--- config.mk ---
export PLATFORM = sky130hd
export DESIGN_NAME = la_ao32_filt_flat
export DESIGN_NICKNAME = d
export VERILOG_FILES = /design/src/rtl/la_ao32_filt_pkg.sv /design/src/rtl/la_ao32_filt_if.sv /design/src/rtl/la_ao32_filt_dsync.sv /design/src/rtl/la_ao32_filt.sv /design/src/flat_wrapper.sv
export SDC_FILE = /design/constraint.sdc
export NUM_CORES = 1
export LEC_CHECK = 0
export CELL_PAD_IN_SITES_DETAIL_PLACEMENT = 1
export CELL_PAD_IN_SITES_GLOBAL_PLACEMENT = 1
export CORE_AREA = 2 2 39 41
export CTS_BUF_LIST = sky130_fd_sc_hd__clkbuf_4 sky130_fd_sc_hd__clkbuf_8
export DETAILED_ROUTE_END_ITERATION = 12
export DIE_AREA = 0 0 41 43
export GPL_ROUTABILITY_DRIVEN = 1
export PLACE_DENSITY = 0.55
export SKIP_CTS_REPAIR_TIMING = 1
export SLEW_MARGIN = 20
export SYNTH_ARGS = -nofsm -noshare
export SYNTH_HDL_FRONTEND = slang
export SYNTH_SLANG_ARGS = --single-unit
--- constraint.sdc ---
create_clock -name clk -period 1.6 [get_ports clk]
set_input_delay 0.24 -clock clk [delete_from_list [all_inputs] [get_ports clk]]
set_output_delay 0.24 -clock clk [all_outputs]
set_load 0.01 [all_outputs]
--- src/rtl/la_ao32_filt_pkg.sv ---
// Shared constants for the la_ao32_filt deglitch filter slice.
// Holds only the legal parameter floors; decode and widths stay local to the filter.
package la_ao32_filt_pkg;

    localparam int SYNC_STAGES_MIN = 2;
    localparam int DEPTH_MIN       = 1;

    function automatic int clamp_min(input int value, input int floor);
        return (value < floor) ? floor : value;
    endfunction

endpackage

--- src/rtl/la_ao32_filt_if.sv ---
// Signal bundle between a raw asynchronous term source and the la_ao32_filt deglitcher.
// The master drives the enable and raw term; the slave returns the filtered level and pulses.
interface la_ao32_filt_if;

    logic en;
    logic in;
    logic out;
    logic rise;
    logic fall;
    logic busy;

    modport master (output en, output in, input out, input rise, input fall, input busy);
    modport slave  (input en, input in, output out, output rise, output fall, output busy);

endinterface

--- src/rtl/la_ao32_filt_dsync.sv ---
// Plain flop-chain synchronizer: in is visible on out STAGES edges after it is sampled.
// Runs unconditionally so the filter always sees the current synchronized term.
module la_dsync #(
    parameter int STAGES = 2
) (
    input  logic clk,
    input  logic reset,
    input  logic in,
    output logic out
);

    logic [STAGES-1:0] sync;

    // NOTE: sequential state uses non-blocking assignments so every flop samples pre-edge values.
    always_ff @(posedge clk or posedge reset) begin
        if (reset) begin
            sync <= '0;
        end else begin
            sync <= {sync[STAGES-2:0], in};
        end
    end

    assign out = sync[STAGES-1];

endmodule

--- src/rtl/la_ao32_filt.sv ---
// Synchronizing deglitch filter: accepts a new input level only after DEPTH enabled
// cycles of stability, and reports the filtered level with one-cycle rise/fall pulses.
module la_ao32_filt
    import la_ao32_filt_pkg::*;
#(
    parameter string PROP       = "DEFAULT",
    parameter int    SYNCSTAGES = 2,
    parameter int    DEPTH      = 4
) (
    input logic           clk,
    input logic           reset,
    la_ao32_filt_if.slave bus
);

    localparam int SYNC_N  = clamp_min(SYNCSTAGES, SYNC_STAGES_MIN);
    localparam int DEPTH_N = clamp_min(DEPTH, DEPTH_MIN);
    localparam int CW      = ($clog2(DEPTH_N) > 0) ? $clog2(DEPTH_N) : 1;
    localparam logic [CW-1:0] CNT_LAST = CW'(DEPTH_N - 1);

    // PROP is a target hint carried for the implementation flow; no logic depends on it.
    if (PROP == "") begin : g_prop_empty
    end

    logic          in_s;
    logic [CW-1:0] cnt;
    logic          out_q;
    logic          rise_q;
    logic          fall_q;
    logic          qual;

    la_dsync #(
        .STAGES (SYNC_N)
    ) u_dsync (
        .clk   (clk),
        .reset (reset),
        .in    (bus.in),
        .out   (in_s)
    );

    // IDLE/QUAL is carried entirely by cnt; a nonzero count means a candidate is pending.
    assign qual = (cnt != '0);

    always_ff @(posedge clk or posedge reset) begin
        if (reset) begin
            cnt    <= '0;
            out_q  <= 1'b0;
            rise_q <= 1'b0;
            fall_q <= 1'b0;
        end else begin
            rise_q <= 1'b0;
            fall_q <= 1'b0;
            if (bus.en) begin
                if (in_s == out_q) begin
                    cnt <= '0;
                end else if (cnt != CNT_LAST) begin
                    cnt <= cnt + 1'b1;
                end else begin
                    out_q  <= in_s;
                    cnt    <= '0;
                    rise_q <= in_s;
                    fall_q <= ~in_s;
                end
            end
        end
    end

    assign bus.out  = out_q;
    assign bus.rise = rise_q;
    assign bus.fall = fall_q;
    assign bus.busy = qual;

endmodule

--- src/flat_wrapper.sv ---
// flat-port wrapper written by rule: the top's interface ports become plain ports
module la_ao32_filt_flat import la_ao32_filt_pkg::*;
#(
    parameter string PROP       = "       ",
    parameter int    SYNCSTAGES = 2,
    parameter int    DEPTH      = 4
)
  (clk, reset, bus_en, bus_in, bus_out, bus_rise, bus_fall, bus_busy);
  la_ao32_filt_if bus_i ();
  input logic clk;
  input logic reset;
  input wire logic [$bits(bus_i.en)-1:0] bus_en;
  input wire logic [$bits(bus_i.in)-1:0] bus_in;
  output wire logic [$bits(bus_i.out)-1:0] bus_out;
  output wire logic [$bits(bus_i.rise)-1:0] bus_rise;
  output wire logic [$bits(bus_i.fall)-1:0] bus_fall;
  output wire logic [$bits(bus_i.busy)-1:0] bus_busy;
  assign bus_i.en = bus_en;
  assign bus_i.in = bus_in;
  assign bus_out = bus_i.out;
  assign bus_rise = bus_i.rise;
  assign bus_fall = bus_i.fall;
  assign bus_busy = bus_i.busy;
  la_ao32_filt #(.PROP(PROP), .SYNCSTAGES(SYNCSTAGES), .DEPTH(DEPTH)) u_core (.clk(clk), .reset(reset), .bus(bus_i));
endmodule
Word-level counts from Yosys, hierarchy flattened
Index checks and enable logic that the tools add are counted.
Widths: inputs -> output; s select.
{"block": "classes", "muxes": 8, "eq_ne": 2, "reduce_logical": 2, "n_bitwise": 3, "addsub": 1}
{"op": "$mux 1", "count": 6}
{"op": "$mux 2", "count": 2}
{"op": "$not 1->1", "count": 3}
{"op": "$reduce_and 3->1", "count": 1}
{"op": "$add 2x1->2 const B", "count": 1}
{"op": "$ne 2x2->1 const B", "count": 1}
{"op": "$reduce_bool 2->1", "count": 1}
{"op": "$eq 1x1->1", "count": 1}
{"block": "totals", "in_bits": 4, "word_cells": 21, "out_inout_bits": 4, "register_bits": 7}

Longest topological paths before layout
Gate-level depths: netlist of run 1.
{"block": "logic_depth", "word_depth": 4, "mapped_depth": 4, "mapped_depth_nobuf": 4}

Modules after synthesis
From an unflattened synthesis of run 1, not the netlist that was laid out.
{"block": "hier_totals", "cells_unflattened": 23, "hier_area_um2": 282.8}
{"module": "la_ao32_filt", "cells_each": 20, "n_inst": 1, "area_each_um2": 229.0, "seq_area_each_um2": 125.1}
{"module": "la_dsync", "cells_each": 3, "n_inst": 1, "area_each_um2": 53.8, "seq_area_each_um2": 50.0}

Worst setup path after synthesis of run 1
OpenSTA, ideal clock, no wires.
{"block": "synth_timing", "path_type": "register -> register", "startpoint": "reg u_core.cnt[0]", "endpoint": "reg u_core.out_q, in the netlist u_core.bus.out", "n_path_buf": 0, "required_time_ns": 1.475, "path_stages_with_launch": 4, "setup_time_ns": 0.125, "slack_ns": 0.491, "arrival_time_ns": 0.984, "period_less_slack_ns": 1.109, "cell_sequence": "dfrtp_1 > ha_1 > nand2_1 > mux2_2"}
{"block": "synth_between", "elab_chain_len": 3}
{"item": "from (decl)", "line_no": "la_ao32_filt.sv:25", "source": "logic [CW-1:0] cnt;"}
{"item": "from (signal assigned)", "line_no": "la_ao32_filt.sv:56", "source": "cnt <= cnt + 1'b1;"}
{"item": "$ne 2x2->1", "line_no": "la_ao32_filt.sv:55", "source": "end else if (cnt != CNT_LAST) begin"}
{"item": "$not 1->1 (no line)"}
{"item": "$reduce_and 3->1 (no line)"}
{"item": "to (signal assigned)", "line_no": "la_ao32_filt.sv:58", "source": "out_q <= in_s;"}
{"item": "to (decl)", "line_no": "la_ao32_filt.sv:26", "source": "logic out_q;"}
Every way passes these cells.
A chain may end at the register's enable or synchronous reset.

Worst setup path after layout of run 1
{"block": "layout_timing", "startpoint": "reg u_core.out_q, in the netlist u_core.bus.out", "endpoint": "out bus_out"}
{"item": "to (decl)", "line_no": "flat_wrapper.sv:14", "source": "output wire logic [$bits(bus_i.out)-1:0] bus_out;"}
No word-level cell between the ends.

==> results.json, run 1 <==
{
  "avgSynthCellArea_um2": 12.7,
  "worst_hold_slack_ps": 212,
  "fin_tns_setup_ps": 0,
  "drt_iter0_drc": 1,
  "grt-ovfl-total": 0,
  "crit_family": "buffers and inverters",
  "portBuffers": 7,
  "wl_um": 504,
  "leakage_nw": 0.195,
  "synth_top_family_by_area": "simple AND/OR/NAND/NOR gates",
  "required_ps": 1360,
  "synth_edf_count": 0,
  "grt_pass1_wl_um": 855,
  "swShare_pct": 29.7,
  "boundaryPins": 8,
  "place.gp.congestion": 0.614,
  "dpl_worst_slack_ps": 182,
  "synth_seq_cells": 7,
  "wl_per_cell_um": 10.3,
  "fill_cells": 149,
  "syn_nets": 28,
  "pwr-share-clk_pct": 28.1,
  "ctsRootBufferMaster": "clkbuf_4",
  "fp.coreArea_mm2": 0.00138,
  "r2r_setup_slack_ps": 440,
  "viasPerCell": 3.86,
  "synth_top_area_share_pct": 62.8,
  "fmax_mhz": 688,
  "crit_path_start_kind": "register",
  "cp_num_buf_inv": 1,
  "worst_hold_path_type": "in -> async",
  "grtUsageTotal_pct": 8.00,
  "drc": 0,
  "ys_seq_area_share_pct": 62.8,
  "final_core_util_pct": 29.0,
  "met1_usage_pct": 9.27,
  "synth-simple-area-share_pct": 11.2,
  "syn_area_um2": 279,
  "area_delta_synth_final_pct": 43.9,
  "async_flop_share_pct": 100,
  "netSwitchingPower_uw": 190,
  "final_area_um2": 402,
  "synth_compound_area_share_pct": 4.48,
  "clock_path_buffers": 2,
  "start_util_pct": 20.2,
  "synth_commonest_cells": "7 x dfrtp_1, 4 x inv_1",
  "total_power_uw": 640,
  "power_frac_seq_pct": 39.3,
  "clock_skew_ps": 0.823,
  "synthMuxAreaShare_pct": 4.04,
  "yosys.area.top_type": "dfrtp_1",
  "die_width_um": 41,
  "status": "finished clean",
  "endpoint_kind": "primary output",
  "cp_slowest_cell": "clkdlybuf4s50_1",
  "antenna_found_initial": 0,
  "drv_slew": 0,
  "firstDrtPassIters": 2,
  "finalNonFillerCells": 49,
  "met2_usage_pct": 10.3,
  "dpl_cell_area_um2": 369,
  "ant_nets": 0,
  "post-dp-hpwl_um": 398,
  "netlist_instances": 22,
  "drive_above_1_share_pct": 15.2,
  "rows": 14,
  "intPower_uw": 450,
  "post_synth_xor_area_fraction_pct": 3.14,
  "grt_max_degree": 8,
  "rsz0062_at_grt": "no",
  "grt.busiest_layer": "met2",
  "synth.most_common_cell": "dfrtp_1",
  "power_frac_comb_pct": 32.6,
  "cts_sinks": 7,
  "power.density_mw_per_mm2": 1590,
  "worstPathArrival_ps": 1210,
  "ys.flop_type": "dfrtp_1",
  "path_max_fanout": 5,
  "cts_buffers": 3,
  "setup_viol": 0,
  "clk_pin_slew_ps": 50,
  "crit_type": "reg -> out",
  "via_count": 189,
  "worst_slack_ps": 147,
  "die_height_um": 43,
  "yosysWarningCount": 0,
  "cts_tree": "done",
  "period_needed_ps": 1450,
  "clkLatencyLatePin_ps": 250,
  "cp_cell_sequence": "clkdlybuf4s50_1",
  "final_nets": 40,
  "hold_viol": 0,
  "first_global_vias": 215,
  "synthTopCellsByArea": "dfrtp_1 63%, ha_1 9.0%, inv_1 5.4%",
  "max-vdd-ir-drop_v": 0.000503,
  "cap_violations": 0,
  "synth_cell_types": 9,
  "placed_cells": 45,
  "die_area_mm2": 0.00176,
  "worst_pin_slew_ps": 263,
  "critPathMaxStageDelay_ps": 560,
  "synthAdderAreaFrac_pct": 8.97,
  "fin_crit_sh_pct": 90.8,
  "max-slew-margin-rel_pct": 82.5,
  "cts.htree.levels": 1,
  "diodes": 0,
  "grt.met3_usage_pct": 4.71
}
==> flip-flops by register name (all words and copies together) (netlist names) <==
register and cells:
u_core.u_dsync.sync 2, u_core.cnt 2, u_core.bus.fall 1, u_core.bus.rise 1, u_core.bus.out 1
==> power by group through the flow <==
stage / clock (mW) / combinational, mW / sequential, mW
after global routing: 0.198 / 0.241 / 0.261
after global placement: 0 / 0.211 / 0.254
after CTS: 0.188 / 0.222 / 0.252
after floorplan: 0 / 0.118 / 0.257
after detailed placement: 0 / 0.221 / 0.255
final: 0.180 / 0.209 / 0.252
==> cells in the final DEF, fill, tap and decap left out <==
master | synthesis | routed
dlymetal6s2s_1 | 0 | 1
xnor2_1 | 1 | 1
dfrtp_1 | 7 | 7
ha_1 | 2 | 2
clkbuf_4 | 0 | 4
inv_1 | 4 | 4
nor3b_1 | 2 | 2
mux2_2 | 1 | 1
nand2_1 | 2 | 2
clkdlybuf4s50_1 | 0 | 6
or3b_1 | 1 | 1
o22ai_1 | 2 | 2
==> kinds of logic after synthesis <==
group / after synthesis
AO/OA/AOI/OAI: 2
buffers and inverters: 4
AND/OR/NAND/NOR: 5
multiplexers: 1
flip-flops: 7
adder cells (fa/ha/maj): 2
XOR/XNOR: 1
==> final timing paths <==
kind | end | startpoint | cells after the start
setup / recovery | bus_out | u_core.bus.out$_DFFE_PP0P_ | 1
hold / removal | u_core.bus.rise$_DFF_PP0_ | reset | 2
setup reg to reg | u_core.bus.out$_DFFE_PP0P_ | u_core.cnt[0]$_DFFE_PP0P_ | 3
hold reg to reg | u_core.u_dsync.sync[1]$_DFF_PP0_ | u_core.u_dsync.sync[0]$_DFF_PP0_ | 0
max in group asynchronous | u_core.cnt[0]$_DFFE_PP0P_ | reset | 2
min in group clk | u_core.u_dsync.sync[1]$_DFF_PP0_ | u_core.u_dsync.sync[0]$_DFF_PP0_ | 0
==> final cells by class <==
class	instances	area [µm²]	area share (%)
clock buffers	4	30.0	7.48
flip-flops and latches	7	175	43.6
repair buffers	7	72.6	18.1
inverters	4	15.0	3.74
multi-input cells	11	88.8	22.1
well taps	16	20.0	4.98
==> per-layer routing <==
| metal | vias up | wire [µm] |
|---|---|---|
| met5 | - | 0 |
| met4 | 0 | 0 |
| met3 | 0 | 31 |
| met2 | 8 | 245 |
| met1 | 87 | 227 |
| li1 | 94 | - |
Power figures use the tool's default switching activity.
==> inputs of run 2 (changes only) <==
--- a/config.mk
+++ b/config.mk
@@ -7,10 +7,11 @@
 export LEC_CHECK = 0
 export CELL_PAD_IN_SITES_DETAIL_PLACEMENT = 1
 export CELL_PAD_IN_SITES_GLOBAL_PLACEMENT = 1
-export CORE_AREA = 2 2 39 41
+export CORE_AREA = 5 5 42 44
 export CTS_BUF_LIST = sky130_fd_sc_hd__clkbuf_4 sky130_fd_sc_hd__clkbuf_8
+export CTS_CLUSTER_DIAMETER = 30
 export DETAILED_ROUTE_END_ITERATION = 12
-export DIE_AREA = 0 0 41 43
+export DIE_AREA = 0 0 47 49
 export GPL_ROUTABILITY_DRIVEN = 1
 export PLACE_DENSITY = 0.55
 export SKIP_CTS_REPAIR_TIMING = 1
==> run 2 against run 1 <==
Fmax is 1.0% lower. Critical path type unchanged. Sequential power is 2% higher. Critical path depth unchanged. Worst hold slack improved by 6.5 ps. Via count increased by 5.8%.
==> results.json, run 2 (synthesis gave the netlist of run 1 again) <==
{
  "status": "finished clean",
  "antenna_found_initial": 0,
  "placed_cells": 45,
  "place.gp.congestion": 0.635,
  "cts_tree": "done",
  "worst_hold_slack_ps": 218,
  "fill_cells": 172,
  "boundaryPins": 8,
  "path_depth": 1,
  "grt_pass1_wl_um": 890,
  "wl_um": 563,
  "drc": 0,
  "drt_iter0_drc": 3,
  "firstDrtPassIters": 2,
  "cap_violations": 0,
  "timing.rr.start": "u_core.cnt[0]$_DFFE_PP0P_",
  "first_global_vias": 213,
  "ctsRootBufferMaster": "clkbuf_4",
  "leakage_nw": 0.195,
  "hold_viol": 0,
  "wl_per_cell_um": 11.5,
  "drive_above_1_share_pct": 15.2,
  "start_util_pct": 19.9,
  "grt-ovfl-total": 0,
  "dr_wl_met3_um": 76,
  "cp_slowest_cell": "clkdlybuf4s50_1",
  "worst_pin_slew_ps": 269,
  "grtUsageTotal_pct": 6.16,
  "die_height_um": 49,
  "die_width_um": 47,
  "crit_type": "reg -> out",
  "top_layer": "met4",
  "viasPerCell": 4.08,
  "diodes": 0,
  "finalNonFillerCells": 49,
  "met1_length_um": 209,
  "clock_skew_ps": 2.82,
  "cp_cell_sequence": "clkdlybuf4s50_1",
  "cp_num_buf_inv": 1,
  "path_max_fanout": 5,
  "rr_worst_depth": 3,
  "final_core_util_pct": 28.7,
  "r2r_setup_slack_ps": 400,
  "max-slew-margin-rel_pct": 82.0,
  "final_nets": 40,
  "required_ps": 1360,
  "die_area_mm2": 0.00230,
  "rsz0062_at_grt": "no",
  "max-vdd-ir-drop_v": 0.000650,
  "fin_crit_sh_pct": 91.7,
  "cts_buffers": 3,
  "total_power_uw": 649,
  "worst_hold_path_type": "in -> async",
  "clock_path_buffers": 2,
  "drv_slew": 0,
  "period_needed_ps": 1470,
  "r2r-end": "u_core.cnt[0]$_DFFE_PP0P_",
  "clk_pin_slew_ps": 50,
  "cts.htree.levels": 1,
  "via_count": 200,
  "wl_met2_um": 240,
  "crit_path_start": "u_core.bus.out$_DFFE_PP0P_",
  "grt_max_degree": 8,
  "clkLatencyLatePin_ps": 250,
  "worstPathArrival_ps": 1230,
  "ant_nets": 0,
  "crit_family": "buffers and inverters",
  "endpoint_kind": "primary output",
  "layout_commonest_cell": "dfrtp_1",
  "area_delta_synth_final_pct": 43.9,
  "power.density_mw_per_mm2": 1620,
  "rows": 14,
  "crit_path_start_kind": "register",
  "layout_common_cells": "7 x dfrtp_1, 6 x clkdlybuf4s50_1, 4 x inv_1, 4 x clkbuf_4",
  "endpoint": "bus_out",
  "largestRegisters": "u_core.cnt x2, u_core.u_dsync.sync x2",
  "critPathMaxStageDelay_ps": 570,
  "portBuffers": 7,
  "fmax_mhz": 681,
  "setup_viol": 0,
  "fp.coreArea_mm2": 0.00140,
  "cts_sinks": 7
}
-- run 2: cell counts in the layout (fill, tap and decap cells not counted) --
Identical to the previous run, type by type.
-- run 2: area by class of cell --
type / count / area [µm²] / share of cell area, %
Sequential cell: 7 / 175 / 43.6
Multi-Input combinational cell: 11 / 88.8 / 22.1
Timing Repair Buffer: 7 / 72.6 / 18.1
Clock buffer: 4 / 30.0 / 7.48
Tap cell: 16 / 20.0 / 4.98
Inverter: 4 / 15.0 / 3.74
-- run 2: metrics by stage --
| stage | setup TNS (ps) | worst slack [ps] | instance area (µm²) |
|---|---|---|---|
| final | 0 | 132 | 402 |
| after global routing | 0 | 66.5 | 402 |
| after CTS | -104 | -104 | 399 |
| after detailed placement | 0 | 170 | 369 |
| after global placement | 0 | 209 | 369 |
| after floorplan | 0 | 491 | 279 |
-- run 2: worst min-delay path by stage --
stage                                                 from                                to  depth (start not counted)
after floorplan                                      reset         u_core.bus.fall$_DFF_PP0_                          1
after global placement    u_core.u_dsync.sync[0]$_DFF_PP0_  u_core.u_dsync.sync[1]$_DFF_PP0_                          0
after detailed placement  u_core.u_dsync.sync[0]$_DFF_PP0_  u_core.u_dsync.sync[1]$_DFF_PP0_                          0
after CTS                                            reset  u_core.u_dsync.sync[0]$_DFF_PP0_                          2
after global routing                                 reset        u_core.bus.out$_DFFE_PP0P_                          2
final                                                reset  u_core.u_dsync.sync[0]$_DFF_PP0_                          2
-- run 2: power by group --
| part | internal (mW) | switching, mW | total, mW | leakage [nW] |
|---|---|---|---|---|
| Clock | 0.112 | 0.0620 | 0.174 | 0.0184 |
| Sequential | 0.220 | 0.0373 | 0.257 | 0.0896 |
| Combinational | 0.121 | 0.0971 | 0.218 | 0.0873 |
-- run 2: metal layers --
metal,vias to the layer above,track usage [%]
met5,-,0
met4,0,8.29
met3,4,3.69
met2,10,8.60
met1,89,4.69
li1,97,-
==> inputs of run 3 (changes only) <==
--- a/config.mk
+++ b/config.mk
@@ -18,4 +18,5 @@
 export SLEW_MARGIN = 20
 export SYNTH_ARGS = -nofsm -noshare
 export SYNTH_HDL_FRONTEND = slang
+export SYNTH_HIERARCHICAL = 1
 export SYNTH_SLANG_ARGS = --single-unit
==> run 3 against run 2 <==
Sequential share of layout area decreased by 1.2 points. Critical path depth unchanged. Flip-flop and latch count unchanged. Clock skew increased by 1.1 ps. Global-route usage increased by 0.86 points. Cell count increased by 4.1%. Via count increased by 1.5%. Synthesized cell count increased by 4.5%. Critical endpoint unchanged. Largest cell class unchanged.
==> results.json, run 3 <==
{
  "status": "finished clean",
  "drv_slew": 0,
  "dpl_cell_area_um2": 373,
  "async_flop_share_pct": 100,
  "path_max_fanout": 5,
  "drt_iter0_drc": 0,
  "hold_viol": 0,
  "yosysWarningCount": 6,
  "dpl_worst_slack_ps": 162,
  "cp_slowest_cell": "clkdlybuf4s50_1",
  "final_nets": 42,
  "firstDrtPassIters": 1,
  "crit_type": "reg -> out",
  "cp_num_buf_inv": 1,
  "worst_hold_slack_ps": 168,
  "wl_um": 567,
  "final_area_um2": 413,
  "synth_top_area_share_pct": 61.9,
  "netlist_instances": 23,
  "fmax_mhz": 688,
  "worst_pin_slew_ps": 197,
  "clk_pin_slew_ps": 50,
  "worst_slack_ps": 146,
  "ys_seq_area_share_pct": 61.9,
  "cp_cell_sequence": "clkdlybuf4s50_1",
  "clkLatencyLatePin_ps": 240,
  "synth.most_common_cell": "dfrtp_1",
  "cts_buffers": 3,
  "die_area_mm2": 0.00230,
  "viasPerCell": 3.98,
  "r2r_setup_slack_ps": 280,
  "clock_path_buffers": 2,
  "syn_nets": 29,
  "yosys.area.top_type": "dfrtp_1",
  "antenna_found_initial": 0,
  "synth_seq_cells": 7,
  "area_delta_synth_final_pct": 46.0,
  "drc": 0,
  "r2r-end": "u_core/bus.out$_DFFE_PP0P_",
  "period_needed_ps": 1450,
  "cap_violations": 0,
  "first_global_vias": 251,
  "max-vdd-ir-drop_v": 0.000751,
  "cts_tree": "done",
  "rr_worst_depth": 4,
  "grt-ovfl-total": 0,
  "worstPathArrival_ps": 1210,
  "synth_commonest_cells": "7 x dfrtp_1, 5 x inv_1",
  "critPathMaxStageDelay_ps": 570,
  "max-slew-margin-rel_pct": 86.9,
  "syn_area_um2": 283,
  "die_height_um": 49,
  "grt_max_degree": 6,
  "worst_hold_path_type": "in -> async",
  "synthTopCellsByArea": "dfrtp_1 62%, ha_1 8.8%, inv_1 6.6%",
  "ys.flop_type": "dfrtp_1",
  "synth_edf_count": 0,
  "avgSynthCellArea_um2": 12.3,
  "boundaryPins": 8,
  "drive_above_1_share_pct": 17.1,
  "largestRegisters": "u_core/cnt x2, u_core/u_dsync/sync x2",
  "crit_path_start_kind": "register",
  "grt_pass1_wl_mm": 1.08,
  "portBuffers": 7,
  "ant_nets": 0,
  "setup_viol": 0,
  "synth_cell_types": 9,
  "layout_common_cells": "7 x dfrtp_1, 6 x clkdlybuf4s50_1, 5 x inv_1",
  "fp.coreArea_mm2": 0.00140,
  "leakage_nw": 0.206,
  "post-dp-hpwl_um": 481,
  "ctsRootBufferMaster": "clkbuf_4",
  "crit_family": "buffers and inverters",
  "diodes": 0,
  "wl_per_cell_um": 11.1,
  "die_width_um": 47,
  "cts_sinks": 7,
  "clock_skew_ps": 3.93,
  "endpoint_kind": "primary output",
  "layout_commonest_cell": "dfrtp_1",
  "grtUsageTotal_pct": 7.02,
  "rsz0062_at_grt": "no",
  "required_ps": 1360,
  "power.density_mw_per_mm2": 1600,
  "rows": 14,
  "timing.rr.start": "u_core/cnt[0]$_DFFE_PP0P_",
  "via_count": 203,
  "place.gp.congestion": 0.604,
  "start_util_pct": 20.2,
  "cts.htree.levels": 1,
  "fin_crit_sh_pct": 90.8
}
run 3: layout make-up:
| type | instances | area, µm² |
|---|---|---|
| tap | 16 | 20.0 |
| inverter | 5 | 18.8 |
| multi-input combinational | 11 | 88.8 |
| fill | 164 | 988 |
| clock buffer | 4 | 30.0 |
| timing repair buffer | 8 | 80.1 |
| sequential | 7 | 175 |
run 3: report_power, final:
part | total [mW] | switching [mW] | leakage (nW) | internal [mW]
Sequential | 0.255 | 0.0352 | 0.0896 | 0.220
Clock | 0.171 | 0.0597 | 0.0184 | 0.112
Combinational | 0.235 | 0.0993 | 0.0977 | 0.136
run 3: cell families (layout without fill, tap and decap cells):
| family | Yosys count | after routing | synth area share, % |
|---|---|---|---|
| AOI/OAI and AO/OA | 2 | 2 | 4.42 |
| xor gates and xnor gates | 1 | 1 | 3.10 |
| adders and majority gates | 2 | 2 | 8.85 |
| buffers and inverters | 5 | 17 | 6.64 |
| DFF | 7 | 7 | 61.9 |
| muxes | 1 | 1 | 3.98 |
| and+or+nand+nor | 5 | 5 | 11.1 |
run 3: worst max-delay path by stage:
stage                                     from                    endpoint  slack (ps)  depth (start not counted)
floorplan            u_core/cnt[0]$_DFFE_PP0P_  u_core/bus.out$_DFFE_PP0P_         490                          3
global placement     u_core/cnt[0]$_DFFE_PP0P_                    bus_busy         220                          4
detailed placement   u_core/cnt[0]$_DFFE_PP0P_                    bus_busy         160                          4
CTS                  u_core/cnt[0]$_DFFE_PP0P_                    bus_busy        -110                          4
global route        u_core/bus.out$_DFFE_PP0P_                     bus_out          80                          1
finish              u_core/bus.out$_DFFE_PP0P_                     bus_out         150                          1
run 3: through the flow:
step	instances	TNS [ps]	util [%]	power (mW)
2_1_floorplan	23	0	-	0.375
3_3_place_gp	46	0	26.6	0.462
3_5_place_dp	46	0	26.6	0.487
4_1_cts	50	-112	28.7	0.667
5_1_grt	51	0	29.5	0.719
6_report	51	0	29.5	0.661
run 3: per-layer routing:
| layer | part of all wire, % | GRT usage, % | wire length, µm |
|---|---|---|---|
| met2 | 57 | 10.6 | 322 |
| met5 | 0 | 0 | 0 |
| met3 | 5.3 | 4.43 | 30 |
| met4 | 0 | 5.53 | 0 |
| met1 | 38 | 6.29 | 214 |
